### config.mk
export PLATFORM = sky130hd
export DESIGN_NAME = fix_checksum_verify
export DESIGN_NICKNAME = d
export VERILOG_FILES = /design/src/rtl/fix_cksum_pkg.sv /design/src/rtl/fix_trailer_parse.sv /design/src/rtl/fix_checksum_verify.sv
export SDC_FILE = /design/constraint.sdc
export NUM_CORES = 1
export LEC_CHECK = 0
export CAP_MARGIN = 20
export CORE_ASPECT_RATIO = 1.5
export CORE_MARGIN = 3
export CORE_UTILIZATION = 40
export DETAILED_ROUTE_END_ITERATION = 8
export MAX_ROUTING_LAYER = met4
export REMOVE_ABC_BUFFERS = 1
export SYNTH_ARGS = -nofsm -noshare
export SYNTH_HDL_FRONTEND = slang
export SYNTH_SLANG_ARGS = --single-unit
### constraint.sdc
create_clock -name clk -period 10.11 [get_ports clk]
set_clock_uncertainty 0.1 [all_clocks]
set_input_delay 1.5165 -clock clk [delete_from_list [all_inputs] [get_ports clk]]
set_output_delay 1.5165 -clock clk [all_outputs]
set_load 0.005 [all_outputs]
### src/rtl/fix_cksum_pkg.sv
// Shared types and constants for the FIX checksum verifier.
// No logic; used by fix_checksum_verify and fix_trailer_parse.
package fix_cksum_pkg;

  typedef enum logic [1:0] {
    IDLE,
    ACCUM,
    CALC,
    REPORT
  } state_t;

  localparam logic [7:0] ASCII_SOH   = 8'h01;
  localparam logic [7:0] ASCII_EQ    = 8'h3D;
  localparam logic [7:0] ASCII_0     = 8'h30;
  localparam int         TRAILER_LEN = 7;
  localparam int         MIN_MSG_LEN = 8;

  typedef struct packed {
    logic       ok;
    logic       fmt_err;
    logic [7:0] calc;
    logic [7:0] rcv;
  } cksum_res_t;

  function automatic logic is_digit(input logic [7:0] c);
    return (c >= ASCII_0) && (c <= (ASCII_0 + 8'd9));
  endfunction

  function automatic logic [3:0] digit_val(input logic [7:0] c);
    logic [7:0] d;
    d = c - ASCII_0;
    return d[3:0];
  endfunction

endpackage

### src/rtl/fix_trailer_parse.sv
// Combinational check of the 7-byte "10=NNN<SOH>" trailer window (byte 0 oldest).
// Returns the parsed checksum, or 0 with o_fmt_err when the window is malformed or > 255.
module fix_trailer_parse
  import fix_cksum_pkg::*;
(
  input  logic [TRAILER_LEN-1:0][7:0] i_win,
  output logic [7:0]                  o_rcv,
  output logic                        o_fmt_err
);

  logic       w_shape_ok;
  logic [9:0] w_rcv10;

  always_comb begin
    w_shape_ok = (i_win[0] == (ASCII_0 + 8'd1)) &&
                 (i_win[1] == ASCII_0) &&
                 (i_win[2] == ASCII_EQ) &&
                 is_digit(i_win[3]) &&
                 is_digit(i_win[4]) &&
                 is_digit(i_win[5]) &&
                 (i_win[6] == ASCII_SOH);
    // Three decimal digits fit in 10 bits; only meaningful when the shape is good.
    w_rcv10 = 10'(digit_val(i_win[3])) * 10'd100 +
              10'(digit_val(i_win[4])) * 10'd10 +
              10'(digit_val(i_win[5]));
    o_fmt_err = !w_shape_ok || (w_rcv10 > 10'd255);
    o_rcv     = o_fmt_err ? 8'h00 : w_rcv10[7:0];
  end

endmodule

### src/rtl/fix_checksum_verify.sv
// Streaming FIX checksum verifier: result 2 cycles after the eop beat; s_ready low from eop until the result handshake.
// Optional saturating stats ports under FIX_CKSUM_STATS_EN.
module fix_checksum_verify
  import fix_cksum_pkg::*;
#(
  parameter int LANES = 4,
  parameter int LEN_W = 16
) (
  input  logic               clk,
  input  logic               rst,
  input  logic               s_valid,
  output logic               s_ready,
  input  logic [8*LANES-1:0] s_data,
  input  logic [LANES-1:0]   s_keep,
  input  logic               s_sop,
  input  logic               s_eop,
  output logic               res_valid,
  input  logic               res_ready,
  output logic               res_ok,
  output logic               res_fmt_err,
  output logic [7:0]         res_calc,
  output logic [7:0]         res_rcv,
  output logic [LEN_W-1:0]   res_len
`ifdef FIX_CKSUM_STATS_EN
  ,
  output logic [31:0]        stat_good,
  output logic [31:0]        stat_bad,
  output logic [15:0]        stat_abort
`endif
);

  state_t                       r_state;
  logic                         r_s_ready;
  logic                         r_res_valid;
  cksum_res_t                   r_res;
  logic [LEN_W-1:0]             r_res_len;
  logic [7:0]                   r_sum;
  logic [TRAILER_LEN-1:0][7:0]  r_win;
  logic [LEN_W-1:0]             r_len;
  logic                         r_gap;

  logic [7:0]                   w_sum_next;
  logic [TRAILER_LEN-1:0][7:0]  w_win_next;
  logic [LEN_W-1:0]             w_kcnt;
  logic [LEN_W-1:0]             w_len_base;
  logic [LEN_W:0]               w_len_wide;
  logic [LEN_W-1:0]             w_len_next;
  logic [LANES-1:0]             w_keep_inc;
  logic                         w_gap_next;
  logic [7:0]                   w_win_sum;
  logic [7:0]                   w_calc;
  logic [7:0]                   w_tp_rcv;
  logic                         w_tp_fmt;
  logic                         w_fmt_err;

  // Next accumulation state for the current beat; a sop beat starts from empty.
  always_comb begin
    w_sum_next = s_sop ? 8'h00 : r_sum;
    w_win_next = s_sop ? '0 : r_win;
    w_kcnt     = '0;
    for (int i = 0; i < LANES; i++) begin
      if (s_keep[i]) begin
        w_sum_next = w_sum_next + s_data[8*i +: 8];
        for (int j = 0; j < TRAILER_LEN - 1; j++) begin
          w_win_next[j] = w_win_next[j+1];
        end
        w_win_next[TRAILER_LEN-1] = s_data[8*i +: 8];
        w_kcnt = w_kcnt + LEN_W'(1);
      end
    end
    w_len_base = s_sop ? '0 : r_len;
    w_len_wide = {1'b0, w_len_base} + {1'b0, w_kcnt};
    w_len_next = w_len_wide[LEN_W] ? '1 : w_len_wide[LEN_W-1:0];
    w_keep_inc = s_keep + LANES'(1);
    w_gap_next = (s_sop ? 1'b0 : r_gap) | ((s_keep & w_keep_inc) != '0);
  end

  // The window holds the trailer, so removing it from the running sum leaves the body sum.
  always_comb begin
    w_win_sum = '0;
    for (int j = 0; j < TRAILER_LEN; j++) begin
      w_win_sum = w_win_sum + r_win[j];
    end
    w_calc    = r_sum - w_win_sum;
    w_fmt_err = w_tp_fmt || r_gap || (r_len < LEN_W'(MIN_MSG_LEN));
  end

  fix_trailer_parse u_trailer_parse (
    .i_win     (r_win),
    .o_rcv     (w_tp_rcv),
    .o_fmt_err (w_tp_fmt)
  );

  always_ff @(posedge clk) begin
    if (rst) begin
      r_state     <= IDLE;
      r_s_ready   <= 1'b1;
      r_res_valid <= 1'b0;
      r_res       <= '0;
      r_res_len   <= '0;
      r_sum       <= '0;
      r_win       <= '0;
      r_len       <= '0;
      r_gap       <= 1'b0;
    end else begin
      case (r_state)
        IDLE: begin
          if (s_valid && s_sop) begin
            r_sum     <= w_sum_next;
            r_win     <= w_win_next;
            r_len     <= w_len_next;
            r_gap     <= w_gap_next;
            r_state   <= s_eop ? CALC : ACCUM;
            r_s_ready <= !s_eop;
          end
        end
        ACCUM: begin
          if (s_valid) begin
            r_sum <= w_sum_next;
            r_win <= w_win_next;
            r_len <= w_len_next;
            r_gap <= w_gap_next;
            if (s_eop) begin
              r_state   <= CALC;
              r_s_ready <= 1'b0;
            end
          end
        end
        CALC: begin
          r_res.calc    <= w_calc;
          r_res.rcv     <= w_fmt_err ? 8'h00 : w_tp_rcv;
          r_res.fmt_err <= w_fmt_err;
          r_res.ok      <= !w_fmt_err && (w_calc == w_tp_rcv);
          r_res_len     <= r_len;
          r_res_valid   <= 1'b1;
          r_state       <= REPORT;
        end
        REPORT: begin
          if (res_ready) begin
            r_res_valid <= 1'b0;
            r_s_ready   <= 1'b1;
            r_state     <= IDLE;
          end
        end
        default: begin
          r_state   <= IDLE;
          r_s_ready <= 1'b1;
        end
      endcase
    end
  end

`ifdef FIX_CKSUM_STATS_EN
  logic [31:0] r_stat_good;
  logic [31:0] r_stat_bad;
  logic [15:0] r_stat_abort;

  always_ff @(posedge clk) begin
    if (rst) begin
      r_stat_good  <= '0;
      r_stat_bad   <= '0;
      r_stat_abort <= '0;
    end else begin
      if (r_res_valid && res_ready) begin
        if (r_res.ok) begin
          if (r_stat_good != '1) r_stat_good <= r_stat_good + 32'd1;
        end else begin
          if (r_stat_bad != '1) r_stat_bad <= r_stat_bad + 32'd1;
        end
      end
      if ((r_state == ACCUM) && s_valid && s_sop && (r_stat_abort != '1)) begin
        r_stat_abort <= r_stat_abort + 16'd1;
      end
    end
  end

  assign stat_good  = r_stat_good;
  assign stat_bad   = r_stat_bad;
  assign stat_abort = r_stat_abort;
`endif

  assign s_ready     = r_s_ready;
  assign res_valid   = r_res_valid;
  assign res_ok      = r_res.ok;
  assign res_fmt_err = r_res.fmt_err;
  assign res_calc    = r_res.calc;
  assign res_rcv     = r_res.rcv;
  assign res_len     = r_res_len;

endmodule

# Word-level counts from Yosys, hierarchy flattened
# Cells that the tools add are included.
dict set report totals {
  ff_bits 119
  inputBits 42
  output_inout_bits 36
}
dict set report classes {
  add_sub_neg 21
  n_mul 2
  order_cmp 8
  n_eq_ne 12
  muxes 44
  n_bitwise 2
  reduce_logical 26
}
# cell count
set ops {}
lappend ops {{56-bit 2-to-1 mux} 7}
lappend ops {{16-bit 2-to-1 mux} 7}
lappend ops {{56-bit one-hot mux with 2 select lines} 1}
lappend ops {{8-bit adder} 10}
lappend ops {{8-bit 2-to-1 mux} 9}
lappend ops {{16-bit by 1-bit adder with 16-bit output (second input constant)} 3}
lappend ops {{16-bit one-hot mux with 2 select lines} 1}
lappend ops {{8-bit by 6-bit equality test with 1-bit output (second input constant)} 3}
lappend ops {{8-bit by 6-bit greater-or-equal comparator with 1-bit output (second input constant)} 3}
lappend ops {{8-bit by 6-bit less-or-equal comparator with 1-bit output (second input constant)} 3}
lappend ops {{16-bit by 16-bit adder with 17-bit output} 1}
lappend ops {{16-bit by 4-bit less-than comparator with 1-bit output (second input constant)} 1}
lappend ops {{8-bit one-hot mux with 2 select lines} 1}
lappend ops {{4-bit by 1-bit subtractor with 4-bit output (second input constant)} 3}
lappend ops {{1-bit logical AND} 11}
lappend ops {{10-bit by 4-bit adder with 10-bit output} 1}
lappend ops {{10-bit by 8-bit adder with 10-bit output} 1}
lappend ops {{10-bit by 8-bit > comparator with 1-bit output (second input constant)} 1}
lappend ops {{2-bit 2-to-1 mux} 5}
lappend ops {{1-bit 2-to-1 mux} 9}
lappend ops {{8-bit by 1-bit equality test with 1-bit output (second input constant)} 1}
lappend ops {{8-bit equality test} 1}
lappend ops {{4-bit by 5-bit multiplier with 8-bit output (second input constant)} 1}
lappend ops {{2-bit != test (second input constant)} 4}
lappend ops {{20 further kinds} 27}

# Logic depth before layout (Yosys ltp)
dict set report logic_depth {
  depth_word 13
  mapped_depth 31
}

# Modules after synthesis
# Synthesis repeated with hierarchy kept, for this count alone.
dict set report unflattened {
  cells_unflattened 1392
  area_unflattened_um2 10965.5
}
# module n_inst cells_each area_each_um2 seq_area_each_um2
set modules_own_cells {}
lappend modules_own_cells {fix_checksum_verify 1 1280 9950.8 2382.3}
lappend modules_own_cells {fix_trailer_parse 1 112 1014.7 0.0}

# Worst setup path before layout
# No wires, ideal clock.
dict set report synth_path {
  path_kind {input -> register}
  from {input s_sop}
  to {register r_sum[7]}
  setup_time_ns 0.070
  arrival_time_ns 6.526
  t_required_ns 9.940
  slack_ns 3.413
  stages 28
  n_path_buf 1
  cell_sequence {buf_4 > nor2b_1 > ha_1 > inv_1 > fa_1 > inv_1 > maj3_2 > a21oi_2 > xnor2_1 > mux2_2 > ha_1 > a21boi_1 > o21a_1 > or3_1 > a21oi_1 > nor2_1 > ha_1 > nor3_1 > nand3b_1 > o31ai_4 > ha_1 > or3_1 > o211ai_1 > mux2i_1 > xor2_1 > xnor3_1 > a2bb2oi_1 > a21oi_1}
}
dict set report synth_via {
  elab_chain_cells 11
  word_cells_on_any_way 15
  classes_between {add/sub: 4; eq/ne: 1; mux: 8; reduce/logical: 2}
}
# item line_no
set synth_lines {}
lappend synth_lines {{start: declaration} fix_checksum_verify.sv:15} ;# input logic s_sop,
lappend synth_lines {{8-bit 2-to-1 mux} fix_checksum_verify.sv:58} ;# w_sum_next = s_sop ? 8'h00 : r_sum;
lappend synth_lines {{8-bit adder} fix_checksum_verify.sv:63} ;# w_sum_next = w_sum_next + s_data[8*i +: 8];
lappend synth_lines {{8-bit 2-to-1 mux} fix_checksum_verify.sv:62} ;# if (s_keep[i]) begin
lappend synth_lines {{8-bit adder} fix_checksum_verify.sv:63}
lappend synth_lines {{8-bit 2-to-1 mux} fix_checksum_verify.sv:62}
lappend synth_lines {{8-bit adder} fix_checksum_verify.sv:63}
lappend synth_lines {{8-bit 2-to-1 mux} fix_checksum_verify.sv:62}
lappend synth_lines {{8-bit adder} fix_checksum_verify.sv:63}
lappend synth_lines {{8-bit 2-to-1 mux} fix_checksum_verify.sv:62}
lappend synth_lines {{8-bit 2-to-1 mux (on tied branches)} {fix_checksum_verify.sv:118, fix_checksum_verify.sv:108}}
lappend synth_lines {{8-bit one-hot mux with 2 select lines} fix_checksum_verify.sv:106} ;# case (r_state)
lappend synth_lines {{end signal: assignment} fix_checksum_verify.sv:109} ;# r_sum <= w_sum_next;
lappend synth_lines {{end signal: assignment} fix_checksum_verify.sv:119} ;# r_sum <= w_sum_next;
lappend synth_lines {{end: declaration} fix_checksum_verify.sv:37} ;# logic [7:0] r_sum;
# Several ways; a longest one is shown, not always the timed one. The select of a mux whose other input is x is not followed.
# A chain may end at the register's enable or synchronous reset.

# Worst setup path in the final report
dict set report layout_path {
  from {input s_data[0]}
  to {register r_sum[7]}
}
dict set report layout_via {
  elab_chain_cells 10
  word_cells_on_any_way 11
  classes_between {add/sub: 4; mux: 7}
}
# item line_no
set layout_lines {}
lappend layout_lines {{start: declaration} fix_checksum_verify.sv:13} ;# input logic [8*LANES-1:0] s_data,
lappend layout_lines {{8-bit adder *} fix_checksum_verify.sv:63}
lappend layout_lines {{8-bit 2-to-1 mux *} fix_checksum_verify.sv:62}
lappend layout_lines {{8-bit adder} fix_checksum_verify.sv:63}
lappend layout_lines {{8-bit 2-to-1 mux *} fix_checksum_verify.sv:62}
lappend layout_lines {{8-bit adder} fix_checksum_verify.sv:63}
lappend layout_lines {{8-bit 2-to-1 mux *} fix_checksum_verify.sv:62}
lappend layout_lines {{8-bit adder} fix_checksum_verify.sv:63}
lappend layout_lines {{8-bit 2-to-1 mux *} fix_checksum_verify.sv:62}
lappend layout_lines {{8-bit 2-to-1 mux (on tied branches)} {fix_checksum_verify.sv:118, fix_checksum_verify.sv:108}}
lappend layout_lines {{8-bit one-hot mux with 2 select lines *} fix_checksum_verify.sv:106}
# Every way passes the cells marked *; elsewhere a longest branch is shown, timed or not. The select of a mux whose other input is x is not followed.

==> summary.md <==
| Metric | Value |
|---|---|
| Setup crit start kind | primary input |
| CTS tree | yes |
| Reg2reg path depth | 27 |
| Syn Area/Cell | 7.871 sq um |
| Comb pwr share | 0.580 |
| Cell variety after synth | 71 |
| Die width | 139.6 um |
| Worst Max-Slew Pin Slew | 0.9374 ns |
| Slowest-stage cell, CP | clkdlybuf4s50_1 |
| Synth Flop Type | dfxtp_1 |
| Fin crit share | 0.6899 |
| Final Setup Violations | 0 |
| Final setup margin | 3.135 ns |
| Max-cap viol count | 0 |
| Avg WL per Cell | 18.73 um |
| Seq pwr share | 0.216 |
| Initial antenna violation count | 0 |
| R2r startpoint | r_sum[0] |
| Die area | 28820 sq um |
| Syn Std Cell Area | 10710 sq um |
| Unrepaired setup endpoints after global routing | no |
| Total chip power | 2.868 mW |
| Remaining antenna violation count after routing | 0 |
| Synth Warn # | 0 |
| Clock tree root driver cell | clkbuf_16 |
| Clk slew on worst S/H paths | 0.06 ns |
| Maximum VDD drop | 0.0002953 V |
| Number of synthesized flops with an enable pin | 0 |
| Vias per cell | 5.828 |
| Final Hold Viols | 0 |
| Drt first pass iters | 7 |
| Final TNS setup | 0 ns |
| Pin count of the biggest net entering global routing | 79 |
| Cells after Synth | 1361 |
| Final net count | 1545 |
| # IOs | 78 |
| Asr flop ratio synth | 0 |
| CP arrival | 7.23 ns |
| PD cells | 234.9 nW/um^2 |
| Drt total wl | 32.20 mm |
| Clock Path Buffers | 2 |
| Critical Path Start | s_data[0] |
| CP Max Fanout | 3 |
| CTS resizes | 0 |
| Flop-to-flop setup slack | 4.13 ns |
| Fmax | 143.4 MHz |
| CP required | 10.36 ns |
| End of the worst register-to-register path | r_sum[7] |
| Initial drt markers | 931 |
| Max incr delay on CP | 0.55 ns |
| Leak | 4.666 nW |
| NetSw | 1.247 mW |
| DP Wirelength | 22.91 mm |
| Worst hold path type | flip-flop to flip-flop |
| Clock group share of total power | 0.204 |
| Pre-CTS setup slack | 2.762 ns |
| Hold path start | res_fmt_err |
| Post-synth top area cell | dfxtp_1 |
| Hold path cells | 2 |
| Setup Buffers After CTS | 0 |
| Critical Path Sink Type | flip-flop |
| Vias | 10020 |
| Rows | 72 |
| Synth-to-layout area growth | 14.00% |
| Diodes inserted | 0 |
| Ranking of synthesized cells by area | dfxtp_1 (22%), fa_1 (9.5%), ha_1 (9.1%) |
| CTS sink count | 119 |
| CP dominant cell by count | ha_1 |
| Crit path time final | 6.975 ns |
| H-Tree Depth | 4 |
| Hold Path End | res_fmt_err |
| Core area | 26130 sq um |
| Number of CTS-inserted buffers | 17 |
| Vias in the first global route | 9786 |
| IO Port Bufs | 77 |
| Slew headroom | 0.3728 |
| Die height | 206.4 um |
| Post-synth top area share | 0.2224 |
| Register area share after synthesis | 0.2224 |
| Synthesized flop and latch total | 119 |
| Int Pwr | 1.621 mW |
| Global-route wire length before repair | 51.97 mm |
| Remaining DRCs | 0 |
| Placer Congestion | 0.8885 |
| WS Path Type | primary input to flip-flop |
| Final hold slack | 0.3756 ns |
| Hold Buf Count CTS | 0 |
| Max-slew violations | 0 |
| Initial core utilization | 0.4101 |
| Sw frac | 0.4347 |
| Status | finished clean |
| Gr usage total | 0.2301 |
| Clk Latency, worst-skew pair | 0.42 ns |
| Final global-route overflow total | 0 |
| Layout cells sized above 1 | 0.06061 |
per-stage QoR:
stage / utilization / instance area (sq um) / std cells
after floorplan: - / 10340 / 1265
after global placement: 0.4452 / 11630 / 1687
after detailed placement: 0.4452 / 11630 / 1687
after CTS: 0.4664 / 12190 / 1718
after global routing: 0.4675 / 12210 / 1719
final: 0.4675 / 12210 / 1719
layer usage:
layer / track usage / part of all wire / wire length [um] / vias up
li1: - / - / - / 4850
met1: 0.2608 / 0.40 / 12720 / 4813
met2: 0.4182 / 0.53 / 17220 / 305
met3: 0.02824 / 0.041 / 1316 / 51
met4: 0.08137 / 0.029 / 941 / 0
met5: - / 0 / 0 / -
power groups by stage:
stage | sequential [mW] | combinational [mW] | clock [mW]
floorplan | 0.598 | 1.23 | 0
global placement | 0.628 | 1.65 | 0
detailed placement | 0.629 | 1.67 | 0
CTS | 0.619 | 1.68 | 0.603
global route | 0.629 | 1.85 | 0.618
finish | 0.620 | 1.66 | 0.586
sequential cells by signal (all words and copies together), names as in the netlist:
name and count:
res_valid 1, res_len 16, r_sum 8, r_win 56, r_len 16, s_ready 1
res_rcv 8, r_state 2, res_ok 1, res_calc 8, res_fmt_err 1, r_gap 1
how the worst max path moves through the flow:
stage | end | slack (ns) | cells past startpoint
5_1_grt | r_sum[7] | 2.69 | 28
2_1_floorplan | r_sum[7] | 3.52 | 27
6_report | r_sum[7] | 3.14 | 27
3_3_place_gp | r_sum[7] | 2.87 | 27
3_5_place_dp | r_sum[7] | 2.76 | 27
4_1_cts | r_sum[7] | 3.18 | 27
cell families (layout without fill, tap and decap cells):
logic type,Yosys count,count (layout),share of synthesized area
compound gates,364,364,0.2276
simple gates,424,424,0.1785
fa+ha+maj,130,130,0.1875
flops,119,119,0.2224
buf+inv,200,225,0.07136
xor+xnor,60,60,0.05162
mux,63,63,0.06073
other cells,1,1,0.0003500
synth_stat cells, types with 4 or more instances:
library cell  number
nor2_1           170
a21oi_1          134
dfxtp_1          119
nand2_1          105
inv_1            100
ha_1              78
clkbuf_1          69
nor3_1            58
fa_1              51
mux2i_1           47
a211oi_1          41
xnor2_1           40
a222oi_1          33
o21ai_0           30
nor2b_1           24
o211ai_1          23
buf_1             20
xor2_1            18
nand3_1           17
mux2_2            16
o21ai_1           15
nand2b_1          12
a21o_1            10
a31oi_1           10
nor4_1            10
a221oi_1           9
a22oi_1            9
a22o_1             8
a221o_1            7
o21bai_1           7
buf_2              5
o21a_1             5
and3_1             4
inv_2              4
nand4_1            4
layout make-up:
type / count / area [sq um]
Sequential cell: 119 / 2382
Fill cell: 2609 / 13910
Tap cell: 333 / 416.7
Clock buffer: 18 / 429.2
Timing Repair Buffer: 90 / 873.3
Inverter: 104 / 390.4
Clock inverter: 13 / 125.1
Multi-Input combinational cell: 1042 / 7596
worst max-delay path: cells and delay by family:
kind / cells / cell delay (ns)
adder cells (fa/ha/maj): 5 / 1.43
AO/OA/AOI/OAI: 8 / 1.32
AND/OR/NAND/NOR: 7 / 1.27
XOR/XNOR: 4 / 0.84
buffers and inverters: 2 / 0.60
multiplexers: 1 / 0.24
cells in the final DEF, fill, tap and decap left out, types with 12 or more instances in the layout:
cell             netlist  final
inv_1                100    100
nand2_1              105    104
o21ai_1               15     15
nor2b_1               24     24
nor3_1                58     58
xnor2_1               40     40
a21oi_1              134    134
clkbuf_16              0     17
mux2i_1               47     47
nand2b_1              12     12
mux2_2                16     16
buf_4                  2     14
o211ai_1              23     23
a211oi_1              41     41
a222oi_1              33     33
fa_1                  51     51
o21ai_0               30     30
nor2_1               170    168
xor2_1                18     17
dfxtp_1              119    119
nand3_1               17     17
clkdlybuf4s50_1        0     73
ha_1                  78     77
Note: power is estimated with default switching activity, not from simulation.
